## src/rtl/ehl_ddr_phy_tx_ser_if.sv

```systemverilog
// Write-word handshake between the DDR controller write datapath and the
// PHY transmit serialiser.
interface ehl_ddr_phy_tx_ser_if #(
    parameter int LANES = 2,
    parameter int BEATS = 2
);
    logic                     in_valid;
    logic                     in_ready;
    logic [BEATS*LANES*8-1:0] in_data;
    logic [BEATS*LANES-1:0]   in_mask;
    logic                     in_last;

    modport master (
        output in_valid,
        output in_data,
        output in_mask,
        output in_last,
        input  in_ready
    );

    modport slave (
        input  in_valid,
        input  in_data,
        input  in_mask,
        input  in_last,
        output in_ready
    );
endinterface

```

## src/rtl/ehl_ddr_phy_tx_ser.sv

```systemverilog
// DDR write-path transmitter: word FIFO, one beat per clock onto DQ/DM,
// DQS with programmable preamble and a 1-cycle postamble.
module ehl_ddr_phy_tx_ser #(
    parameter int LANES = 2,
    parameter int BEATS = 2,
    parameter int DEPTH = 4
) (
    input  logic                   i_clk_0,
    input  logic                   i_reset,
    ehl_ddr_phy_tx_ser_if.slave    wr,
    input  logic [1:0]             i_pre_cycles,
    output logic [LANES*8-1:0]     o_dq,
    output logic [LANES-1:0]       o_dm,
    output logic [LANES-1:0]       o_dqs,
    output logic [LANES-1:0]       o_dqs_n,
    output logic                   o_dq_oe,
    output logic                   o_dqs_oe,
    output logic                   o_busy,
    output logic                   o_underrun
);
    localparam int AW  = $clog2(DEPTH);
    localparam int BW  = $clog2(BEATS);
    localparam int BDW = LANES * 8;
    localparam int DW  = BEATS * BDW;
    localparam int MW  = BEATS * LANES;
    localparam int EW  = 1 + MW + DW;

    localparam logic [AW:0]      CNT_FULL  = (AW+1)'(DEPTH);
    localparam logic [AW:0]      CNT_ZERO  = {(AW+1){1'b0}};
    localparam logic [AW:0]      CNT_ONE   = (AW+1)'(1);
    localparam logic [AW-1:0]    PTR_ZERO  = {AW{1'b0}};
    localparam logic [AW-1:0]    PTR_ONE   = AW'(1);
    localparam logic [BW-1:0]    BEAT_ZERO = {BW{1'b0}};
    localparam logic [BW-1:0]    BEAT_ONE  = BW'(1);
    localparam logic [BW-1:0]    BEAT_LAST = BW'(BEATS - 1);
    localparam logic [BDW-1:0]   DQ_ZERO   = {BDW{1'b0}};
    localparam logic [LANES-1:0] LANE_ONES = {LANES{1'b1}};

    typedef enum logic [1:0] {
        ST_IDLE = 2'd0,
        ST_PRE  = 2'd1,
        ST_DATA = 2'd2,
        ST_POST = 2'd3
    } state_t;

    logic [EW-1:0]    r_mem [DEPTH];
    logic [AW-1:0]    r_wptr;
    logic [AW-1:0]    r_rptr;
    logic [AW:0]      r_count;

    state_t           r_state;
    logic [1:0]       r_pre_cnt;
    logic [BW-1:0]    r_beat;
    logic             r_word_last;

    logic [BDW-1:0]   r_dq;
    logic [LANES-1:0] r_dm;
    logic             r_dqs;
    logic             r_dq_oe;
    logic             r_dqs_oe;
    logic             r_busy;
    logic             r_underrun;

    logic             w_ready;
    logic             w_push;
    logic             w_pop;
    logic [EW-1:0]    w_entry;
    logic [EW-1:0]    w_head;
    logic             w_head_last;
    logic [BDW-1:0]   w_beat_dq [BEATS];
    logic [LANES-1:0] w_beat_dm [BEATS];

    state_t           w_state_nxt;
    logic [1:0]       w_pre_nxt;
    logic [BW-1:0]    w_beat_nxt;
    logic             w_emit;
    logic             w_set_unr;
    logic [BDW-1:0]   w_dq_nxt;
    logic [LANES-1:0] w_dm_nxt;
    logic             w_dqs_nxt;
    logic             w_dqs_oe_nxt;

    assign w_ready     = (r_count != CNT_FULL);
    assign wr.in_ready = w_ready;
    assign w_push      = wr.in_valid & w_ready;
    assign w_entry     = {wr.in_last, wr.in_mask, wr.in_data};
    assign w_head      = r_mem[r_rptr];
    assign w_head_last = w_head[EW-1];

    for (genvar k = 0; k < BEATS; k++) begin : g_beat
        assign w_beat_dq[k] = w_head[k*BDW +: BDW];
        assign w_beat_dm[k] = w_head[DW + k*LANES +: LANES];
    end

    // FIFO storage; contents need no reset because the pointers and count do
    always_ff @(posedge i_clk_0) begin
        if (w_push) begin
            r_mem[r_wptr] <= w_entry;
        end
    end

    // FIFO pointers and occupancy
    always_ff @(posedge i_clk_0) begin
        if (i_reset) begin
            r_wptr  <= PTR_ZERO;
            r_rptr  <= PTR_ZERO;
            r_count <= CNT_ZERO;
        end else begin
            if (w_push) begin
                r_wptr <= r_wptr + PTR_ONE;
            end
            if (w_pop) begin
                r_rptr <= r_rptr + PTR_ONE;
            end
            case ({w_push, w_pop})
                2'b10:   r_count <= r_count + CNT_ONE;
                2'b01:   r_count <= r_count - CNT_ONE;
                default: r_count <= r_count;
            endcase
        end
    end

    // Next-state and next-output decode. r_state names the phase the
    // registered outputs currently show; r_beat is the beat on DQ now.
    always_comb begin
        w_state_nxt  = r_state;
        w_pre_nxt    = r_pre_cnt;
        w_beat_nxt   = r_beat;
        w_emit       = 1'b0;
        w_set_unr    = 1'b0;
        w_dqs_nxt    = 1'b0;
        w_dqs_oe_nxt = 1'b0;
        case (r_state)
            ST_IDLE: begin
                if (r_count != CNT_ZERO) begin
                    w_pre_nxt = i_pre_cycles;
                    if (i_pre_cycles != 2'd0) begin
                        w_state_nxt  = ST_PRE;
                        w_dqs_nxt    = ~i_pre_cycles[0];
                        w_dqs_oe_nxt = 1'b1;
                    end else begin
                        w_state_nxt = ST_DATA;
                        w_emit      = 1'b1;
                        w_beat_nxt  = BEAT_ZERO;
                    end
                end else begin
                    w_state_nxt = ST_IDLE;
                end
            end
            ST_PRE: begin
                if (r_pre_cnt == 2'd1) begin
                    w_state_nxt = ST_DATA;
                    w_emit      = 1'b1;
                    w_beat_nxt  = BEAT_ZERO;
                end else begin
                    // preamble ends on dqs=0, so dqs tracks the parity of the remaining count
                    w_pre_nxt    = r_pre_cnt - 2'd1;
                    w_dqs_nxt    = r_pre_cnt[0];
                    w_dqs_oe_nxt = 1'b1;
                end
            end
            ST_DATA: begin
                if (r_beat != BEAT_LAST) begin
                    w_emit     = 1'b1;
                    w_beat_nxt = r_beat + BEAT_ONE;
                end else if (r_word_last) begin
                    w_state_nxt  = ST_POST;
                    w_dqs_oe_nxt = 1'b1;
                end else if (r_count != CNT_ZERO) begin
                    w_emit     = 1'b1;
                    w_beat_nxt = BEAT_ZERO;
                end else begin
                    w_state_nxt  = ST_POST;
                    w_dqs_oe_nxt = 1'b1;
                    w_set_unr    = 1'b1;
                end
            end
            ST_POST: begin
                w_state_nxt = ST_IDLE;
            end
            default: begin
                w_state_nxt = ST_IDLE;
            end
        endcase

        // BEATS is even, so beat parity within a word equals parity within the burst
        if (w_emit) begin
            w_dq_nxt     = w_beat_dq[w_beat_nxt];
            w_dm_nxt     = w_beat_dm[w_beat_nxt];
            w_dqs_nxt    = ~w_beat_nxt[0];
            w_dqs_oe_nxt = 1'b1;
            w_pop        = (w_beat_nxt == BEAT_LAST);
        end else begin
            w_dq_nxt = r_dq;
            w_dm_nxt = LANE_ONES;
            w_pop    = 1'b0;
        end
    end

    // FSM state and registered pad-side outputs
    always_ff @(posedge i_clk_0) begin
        if (i_reset) begin
            r_state     <= ST_IDLE;
            r_pre_cnt   <= 2'd0;
            r_beat      <= BEAT_ZERO;
            r_word_last <= 1'b0;
            r_dq        <= DQ_ZERO;
            r_dm        <= LANE_ONES;
            r_dqs       <= 1'b0;
            r_dq_oe     <= 1'b0;
            r_dqs_oe    <= 1'b0;
            r_busy      <= 1'b0;
            r_underrun  <= 1'b0;
        end else begin
            r_state    <= w_state_nxt;
            r_pre_cnt  <= w_pre_nxt;
            r_beat     <= w_beat_nxt;
            r_dq       <= w_dq_nxt;
            r_dm       <= w_dm_nxt;
            r_dqs      <= w_dqs_nxt;
            r_dq_oe    <= w_emit;
            r_dqs_oe   <= w_dqs_oe_nxt;
            r_busy     <= (w_state_nxt != ST_IDLE);
            r_underrun <= r_underrun | w_set_unr;
            if (w_pop) begin
                r_word_last <= w_head_last;
            end
        end
    end

    assign o_dq       = r_dq;
    assign o_dm       = r_dm;
    assign o_dqs      = {LANES{r_dqs}};
    assign o_dqs_n    = {LANES{~r_dqs}};
    assign o_dq_oe    = r_dq_oe;
    assign o_dqs_oe   = r_dqs_oe;
    assign o_busy     = r_busy;
    assign o_underrun = r_underrun;

endmodule

```

## src/flat_wrapper.sv

```systemverilog
// flat-port wrapper written by rule: the top's interface ports become plain ports
module ehl_ddr_phy_tx_ser_flat 
#(
    parameter int LANES = 2,
    parameter int BEATS = 2,
    parameter int DEPTH = 4
)
  (i_clk_0, i_reset, i_pre_cycles, o_dq, o_dm, o_dqs, o_dqs_n, o_dq_oe, o_dqs_oe, o_busy, o_underrun, wr_in_valid, wr_in_data, wr_in_mask, wr_in_last, wr_in_ready);
  ehl_ddr_phy_tx_ser_if #(.LANES(LANES), .BEATS(BEATS)) wr_i ();
  input  logic i_clk_0;
  input  logic i_reset;
  input  logic [1:0] i_pre_cycles;
  output logic [LANES*8-1:0] o_dq;
  output logic [LANES-1:0] o_dm;
  output logic [LANES-1:0] o_dqs;
  output logic [LANES-1:0] o_dqs_n;
  output logic o_dq_oe;
  output logic o_dqs_oe;
  output logic o_busy;
  output logic o_underrun;
  input wire logic [$bits(wr_i.in_valid)-1:0] wr_in_valid;
  input wire logic [$bits(wr_i.in_data)-1:0] wr_in_data;
  input wire logic [$bits(wr_i.in_mask)-1:0] wr_in_mask;
  input wire logic [$bits(wr_i.in_last)-1:0] wr_in_last;
  output wire logic [$bits(wr_i.in_ready)-1:0] wr_in_ready;
  assign wr_i.in_valid = wr_in_valid;
  assign wr_i.in_data = wr_in_data;
  assign wr_i.in_mask = wr_in_mask;
  assign wr_i.in_last = wr_in_last;
  assign wr_in_ready = wr_i.in_ready;
  ehl_ddr_phy_tx_ser #(.LANES(LANES), .BEATS(BEATS), .DEPTH(DEPTH)) u_core (.i_clk_0(i_clk_0), .i_reset(i_reset), .wr(wr_i), .i_pre_cycles(i_pre_cycles), .o_dq(o_dq), .o_dm(o_dm), .o_dqs(o_dqs), .o_dqs_n(o_dqs_n), .o_dq_oe(o_dq_oe), .o_dqs_oe(o_dqs_oe), .o_busy(o_busy), .o_underrun(o_underrun));
endmodule
```

## config.mk

```make
export PLATFORM = sky130hd
export DESIGN_NAME = ehl_ddr_phy_tx_ser_flat
export DESIGN_NICKNAME = d
export VERILOG_FILES = /design/src/rtl/ehl_ddr_phy_tx_ser_if.sv /design/src/rtl/ehl_ddr_phy_tx_ser.sv /design/src/flat_wrapper.sv
export SDC_FILE = /design/constraint.sdc
export NUM_CORES = 1
export LEC_CHECK = 0
export ABC_AREA = 0
export CORE_ASPECT_RATIO = 0.75
export CORE_MARGIN = 2
export CORE_UTILIZATION = 60
export DETAILED_ROUTE_END_ITERATION = 16
export PLACE_DENSITY = 0.83
export SLEW_MARGIN = 20
export SYNTH_ARGS = -nofsm -noshare
export SYNTH_HDL_FRONTEND = slang
export SYNTH_SLANG_ARGS = --single-unit
```

## constraint.sdc

```tcl
create_clock -name i_clk_0 -period 8.25 [get_ports i_clk_0]
set_clock_uncertainty 0.15 [all_clocks]
set_input_delay 0.825 -clock i_clk_0 [delete_from_list [all_inputs] [get_ports i_clk_0]]
set_output_delay 0.825 -clock i_clk_0 [all_outputs]
set_load 0.02 [all_outputs]
```

==> key figures <==
Drt
  – Routed wire per std cell: 20.7 µm
  – Post-route ant nets: 0
  – TritonRoute pass-1 iters: 5
  – Count of routing violations after the opening detailed-route iteration: 344
  – DR WL met2: between 6000 and 7000 µm
  – Vias per cell: 5.90
  – Detailed-route wire length: 13600 µm
  – WL met1: 5730 µm
  – Uppermost signal routing layer after detailed routing: met4
  – Vias after detailed routing: 3868
  – Final routed DRC violation total: 0
  – Metal3 WL: 952 µm

Synthesis
  – Dominant cells by area after synthesis: sky130_fd_sc_hd__edfxtp_1 (62%), sky130_fd_sc_hd__mux4_2 (12%), sky130_fd_sc_hd__dfxtp_1 (11%)
  – FFs w/ async S/R, synth: 0%
  – Count of synthesis-stage warnings from yosys: 0
  – Number of distinct standard cells referenced by the synthesized netlist: 44
  – Net count after synthesis: 464
  – Gate count after technology mapping: 414
  – Number of synthesized flops with an enable pin: 148
  – Post-synthesis instance area: 0.00715 mm²
  – Synthesis-stage register bit count: approximately 190
  – Fraction of synthesized cell area taken by the top area cell type: 62.2%
  – Part of the Yosys area used for sequential elements: between 70% and 80%
  – Top FF cell, synth: sky130_fd_sc_hd__edfxtp_1
  – Synthesized area per cell: 17.3 µm²
  – Area leader, netlist: sky130_fd_sc_hd__edfxtp_1

Placed design
  – Inst Count DP: 623
  – Last weighted congestion value of the routability-driven placer: 0.814
  – Number of buffer cells added on primary ports: 68
  – HPWL after detailed placement: between 7000 and 8000 µm

Critical path
  – WS Path Type: input pin to flop
  – Launching element type of the critical path: input pin
  – CP Capture Type: flop
  – Required time at the worst-slack endpoint: around 8.5 ns
  – Critical path origin: i_pre_cycles[0]
  – Setup slack of the worst register-to-register path: roughly 5.2 ns
  – RR Startpoint: u_core.r_count[0]
  – Maximum fanout encountered on the critical timing path: 24
  – Data arrival time of the critical path: 3.57 ns

Min path
  – Launch instance of the worst min-delay path: u_core.r_wptr[1]
  – Type of the tightest min-delay check: flop to flop

CTS
  – Buffers inserted during post-CTS setup optimization: 0
  – Bufs on Longest Clock Path: 2
  – Clock Pin Slew Worst Setup and Hold Paths: 0.07 ns
  – Later-pin clock latency in the skew report: 0.42 ns
  – Htree depth: 4
  – TritonCTS clock tree: yes
  – Gates resized, CTS repair: 0
  – TritonCTS buffer count: 17
  – Number of buffers inserted for hold repair after clock tree synthesis: 0
  – Root cell of the clock tree: sky130_fd_sc_hd__clkbuf_16
  – Num Clock Sinks: approximately 190

Power and ir drop
  – Switching power of the nets: ~0.00075 W
  – Sequential cell fraction of total power: a little under half
  – Clock network fraction of total power: 30.9%
  – Power density cells: between 200 and 300 mW/mm²
  – Leakage power of the design: between 2 and 3 nW
  – Sw Share: 29.6%
  – Internal portion of total power: 0.00178 W
  – Fraction of power consumed by combinational cells: 22.3%
  – Worst supply voltage drop on vdd: about 0.20 mV

Die
  – Area of the die: 0.0128 mm²
  – Core outline area: 0.0116 mm²
  – I/O pin total: between 60 and 70
  – Placement row count: 34
  – Die boundary height: slightly below 100 µm
  – DIE WIDTH: 130 µm
  – Initial core utilization: 61.6%

Final layout
  – Number of filler instances in the final layout: 688
  – Most frequent cells in the layout: sky130_fd_sc_hd__edfxtp_1 (148), sky130_fd_sc_hd__clkdlybuf4s50_1 (68), sky130_fd_sc_hd__nand2_1 (43), sky130_fd_sc_hd__mux4_2 (37), sky130_fd_sc_hd__dfxtp_1 (36)
  – Post-layout instance count excluding filler cells: 656
  – Leading cell type in the layout, fill and taps excluded: sky130_fd_sc_hd__edfxtp_1
  – Layout Area Growth over Synthesis: 18.8%
  – NumNets Final: 530
  – Fraction of final layout cells with drive strength greater than 1: 17.0%

Timing
  – Accumulated negative setup slack: 0 ns
  – Number of hold violations in the final report: 0
  – Pins over their slew limit: 0
  – Worst-Margin Slew: approximately 1.0 ns
  – # setup viols final: 0
  – Fmax achieved: around 300 MHz
  – Share of the clock period used by the worst path: 40.8%
  – Setup repair after global routing missed its margin: no
  – Max-Slew Margin vs Limit: a little under a third
  – Final critical delay including setup and external delays: 3.36 ns

Outcome
  – Status: completed

Global route
  – Total grt overflow: 0
  – Global-route wire length before repair: 21400 µm
  – Initial antenna violation count: 1
  – Pin count of the biggest net entering global routing: 38
  – Via count of the first global-routing pass: 3972
  – GRT Total Usage: roughly 23%

Flow run
  – Count of maximum capacitance violations: 0
[area by class of cell]
cell class / count / area (µm²) / share of cell area, %
Multi-Input combinational cell: 192 / 1760 / 20.8
Clock buffer: 17 / 425 / 5.01
Inverter: 11 / 41.3 / 0.486
Tap cell: 162 / 203 / 2.39
Sequential cell: 186 / 5210 / 61.3
Antenna cell: 1 / 2.50 / 0.0295
Timing Repair Buffer: 72 / 711 / 8.37
Clock inverter: 15 / 141 / 1.66
[path summary, 6_finish.rpt]
check                           end  depth (start not counted)
hold reg to reg    u_core.r_wptr[1]                          2
setup / recovery  u_core.r_count[2]                         12
hold / removal     u_core.r_wptr[1]                          2
setup reg to reg  u_core.r_count[2]                         11
[routing by layer]
metal | up-vias | track usage (%)
li1 | 1744 | -
met1 | 1957 | 30.5
met2 | 149 | 37.6
met3 | 18 | 6.24
met4 | 0 | 7.20
met5 | - | 0
[state kept, by name (all words and copies together), names as in the netlist, named ones only]
name                flops
u_core.r_mem          148
u_core.o_underrun       1
u_core.r_count          3
u_core.r_state          2
u_core.r_rptr           2
u_core.o_dqs_oe         1
u_core.r_wptr           2
u_core.r_pre_cnt        2
u_core.o_busy           1
u_core.r_beat           1
u_core.r_word_last      1
u_core.o_dm             2
u_core.o_dq_oe          1
u_core.r_dqs            1
u_core.o_dq            16
[kinds of logic (layout without fill, tap and decap cells)]
group,count (synthesis),count (layout),synth area share [%]
AOI/OAI and AO/OA,47,47,4.99
xor gates and xnor gates,3,3,0.368
adders and majority gates,8,8,1.50
buffers and inverters,36,115,2.62
DFF,186,186,72.8
muxes,38,38,11.8
other,0,1,0
and+or+nand+nor,96,96,5.93
[cells in the mapped netlist (5+ instances only)]
library cell / instances
sky130_fd_sc_hd__nand2_1: 43
sky130_fd_sc_hd__nor2_1: 32
sky130_fd_sc_hd__buf_4: 6
sky130_fd_sc_hd__inv_1: 11
sky130_fd_sc_hd__clkbuf_1: 7
sky130_fd_sc_hd__ha_1: 7
sky130_fd_sc_hd__dfxtp_1: 38
sky130_fd_sc_hd__mux4_2: 37
sky130_fd_sc_hd__buf_2: 5
sky130_fd_sc_hd__edfxtp_1: 148
sky130_fd_sc_hd__a21oi_1: 10
sky130_fd_sc_hd__a311oi_1: 18
[critical path, cell delays in order]
cell	delay, ns
sky130_fd_sc_hd__clkdlybuf4s50_1	0.56
sky130_fd_sc_hd__o21bai_1	0.10
sky130_fd_sc_hd__a211oi_2	0.30
sky130_fd_sc_hd__a21oi_2	0.05
sky130_fd_sc_hd__buf_4	0.24
sky130_fd_sc_hd__nor2_1	0.19
sky130_fd_sc_hd__ha_1	0.21
sky130_fd_sc_hd__inv_1	0.07
sky130_fd_sc_hd__fa_1	0.43
sky130_fd_sc_hd__xor2_1	0.16
sky130_fd_sc_hd__or3_1	0.30
sky130_fd_sc_hd__a21oi_1	0.14
[power groups by stage]
stage / sequential (W) / combinational [W] / clock [W]
2_1_floorplan: 0.00122 / 0.000346 / 0
5_1_grt: 0.00120 / 0.000615 / 0.000826
3_5_place_dp: 0.00120 / 0.000557 / 0
4_1_cts: 0.00118 / 0.000566 / 0.000791
6_report: 0.00118 / 0.000564 / 0.000783
3_3_place_gp: 0.00120 / 0.000539 / 0
[through the flow]
| stage | util [%] | hold WS (ns) | instance area (µm²) | setup WS, ns | power, W |
|---|---|---|---|---|---|
| 6_report | 73.1 | 0.348 | 8490 | 4.89 | 0.00253 |
| 5_1_grt | 73.1 | 0.383 | 8490 | 4.70 | 0.00264 |
| 4_1_cts | 73.1 | 0.350 | 8490 | 4.91 | 0.00254 |
| 3_5_place_dp | 68.2 | 0.341 | 7930 | 4.49 | 0.00176 |
| 3_3_place_gp | 68.2 | 0.318 | 7930 | 4.58 | 0.00174 |
| 2_1_floorplan | - | 0.319 | 7150 | 5.40 | 0.00157 |
Note: power is estimated with default switching activity, not from simulation.
==> patch: new RTL, same settings <==
`BEATS` is set to 2 in 3 places; all go to 4.
--- a/src/rtl/ehl_ddr_phy_tx_ser_if.sv
+++ b/src/rtl/ehl_ddr_phy_tx_ser_if.sv
@@ -2,7 +2,7 @@
 // PHY transmit serialiser.
 interface ehl_ddr_phy_tx_ser_if #(
     parameter int LANES = 2,
-    parameter int BEATS = 2
+    parameter int BEATS = 4
 );
     logic                     in_valid;
     logic                     in_ready;
--- a/src/rtl/ehl_ddr_phy_tx_ser.sv
+++ b/src/rtl/ehl_ddr_phy_tx_ser.sv
@@ -2,7 +2,7 @@
 // DQS with programmable preamble and a 1-cycle postamble.
 module ehl_ddr_phy_tx_ser #(
     parameter int LANES = 2,
-    parameter int BEATS = 2,
+    parameter int BEATS = 4,
     parameter int DEPTH = 4
 ) (
     input  logic                   i_clk_0,
--- a/src/flat_wrapper.sv
+++ b/src/flat_wrapper.sv
@@ -2,7 +2,7 @@
 module ehl_ddr_phy_tx_ser_flat 
 #(
     parameter int LANES = 2,
-    parameter int BEATS = 2,
+    parameter int BEATS = 4,
     parameter int DEPTH = 4
 )
   (i_clk_0, i_reset, i_pre_cycles, o_dq, o_dm, o_dqs, o_dqs_n, o_dq_oe, o_dqs_oe, o_busy, o_underrun, wr_in_valid, wr_in_data, wr_in_mask, wr_in_last, wr_in_ready);
Interface: changed (resized wr_in_data and wr_in_mask); port bits go from 69 to 105. No check against the original RTL was run, so the function may have changed too.
==> patch against the original RTL <==
- core utilization is 1.5 points lower
- sequential cell count is 145 higher
- routed wire length is 86% higher
- synthesized area is 80% higher
- cell count is 58% higher
- worst setup slack better by 210 ps
- total power is 44% higher
- design area is 78% higher
- critical endpoint unchanged
- highest routed layer unchanged
==> patch: results (changes against the original RTL) <==
| Metric | Value |
|---|---|
| R2r setup slk | 5090 ps (was 5200 ps) |
| Post-Synth Adder-Cell Area | 0.932% (was 1.50%) |
| Non-filler cells, final | 1,038 (was 656) |
| EDFF count, synth | 292 (was 148) |
| Antenna Cells | 0 (was 1) |
| Top cells by count, synth | edfxtp_1, mux4_2, dfxtp_1, mux2i_1, nand2_1 (was edfxtp_1, nand2_1, dfxtp_1, mux4_2, nor2_1) |
| 1st-iter DRT viols | 785 (was 344) |
| Top cells by area, synth | edfxtp_1, mux4_2, dfxtp_1 (unchanged) |
| Seq/Total Area, Yosys | 74.1% (was 72.8%) |
| Cts bufs inserted | 30 (was 17) |
| Via/cell ratio | 6.17 (was 5.90) |
| Hold_ws | 346 ps (was 348 ps) |
| Yosys cell types | 50 (was 44) |
| Met1 wire length | 10,600 µm (was 5730 µm) |
| Antenna violations before repair | 0 (was 1) |
| Buffer depth of the longest clock path | 3 (was 2) |
| GR Util met1 | 31.1% (was 30.5%) |
| Max FO, Critical Path | 8 (was 24) |
| Worst stage delay on the critical path | 640 ps (was 560 ps) |
| Period utilisation layout | 38.3% (was 40.8%) |
| Met3 wire len | 1990 µm (was 952 µm) |
| Status | finished, final reports clean (unchanged) |
| Pre-CTS WS | 5040 ps (was 4490 ps) |
| Hold_sp | u_core.o_underrun$_SDFF_PP0_ (was u_core.r_wptr[1]$_SDFFE_PP0P_) |
| Buffers on Ports | 104 (was 68) |
| Vias in the first global route | 6,547 (was 3,972) |
| CP arrival | 3470 ps (was 3570 ps) |
| Detail Placement HPWL | 14,500 µm (was 7620 µm) |
| Final wirelength | 25,200 µm (was 13,600 µm) |
| NumNets Final | 813 (was 530) |
| Compound-cell area share of the yosys netlist | 2.97% (was 4.99%) |
| R2r startpoint | u_core.r_beat[0]$_SDFF_PP0_ (was u_core.r_count[0]$_SDFFE_PP0P_) |
| H-tree depth | 1 (was 4) |
| Cell with the largest stage delay on the worst path | or4b_4 (was clkdlybuf4s50_1) |
| Met2 routed wirelength | 12,000 µm (was 6690 µm) |
-- patch: cell type report --
type | count | area (µm²)
Multi-Input combinational cell | 237 | 3010
Tap cell | 288 | 360
Fill cell | 1236 | 6000
Sequential cell | 331 | 9550
Clock buffer | 44 | 885
Timing Repair Buffer | 112 | 1150
Inverter | 14 | 52.6
Clock inverter | 12 | 115
-- patch: tightest hold or removal path: stages, from the launching register on --
cell and delay [ps]:
dfxtp_1 340, a41oi_1 50, nor2_1 70
-- patch: final timing paths --
kind	endpoint	cells past startpoint
setup / recovery	u_core.r_count[2]$_SDFFE_PP0P_	9
hold / removal	u_core.o_underrun$_SDFF_PP0_	2
setup reg to reg	u_core.r_count[2]$_SDFFE_PP0P_	9
hold reg to reg	u_core.o_underrun$_SDFF_PP0_	2
-- patch: report_power, final --
group	internal, µW	switching (µW)
clock	804	580
combinational	133	168
sequential	1910	34.2
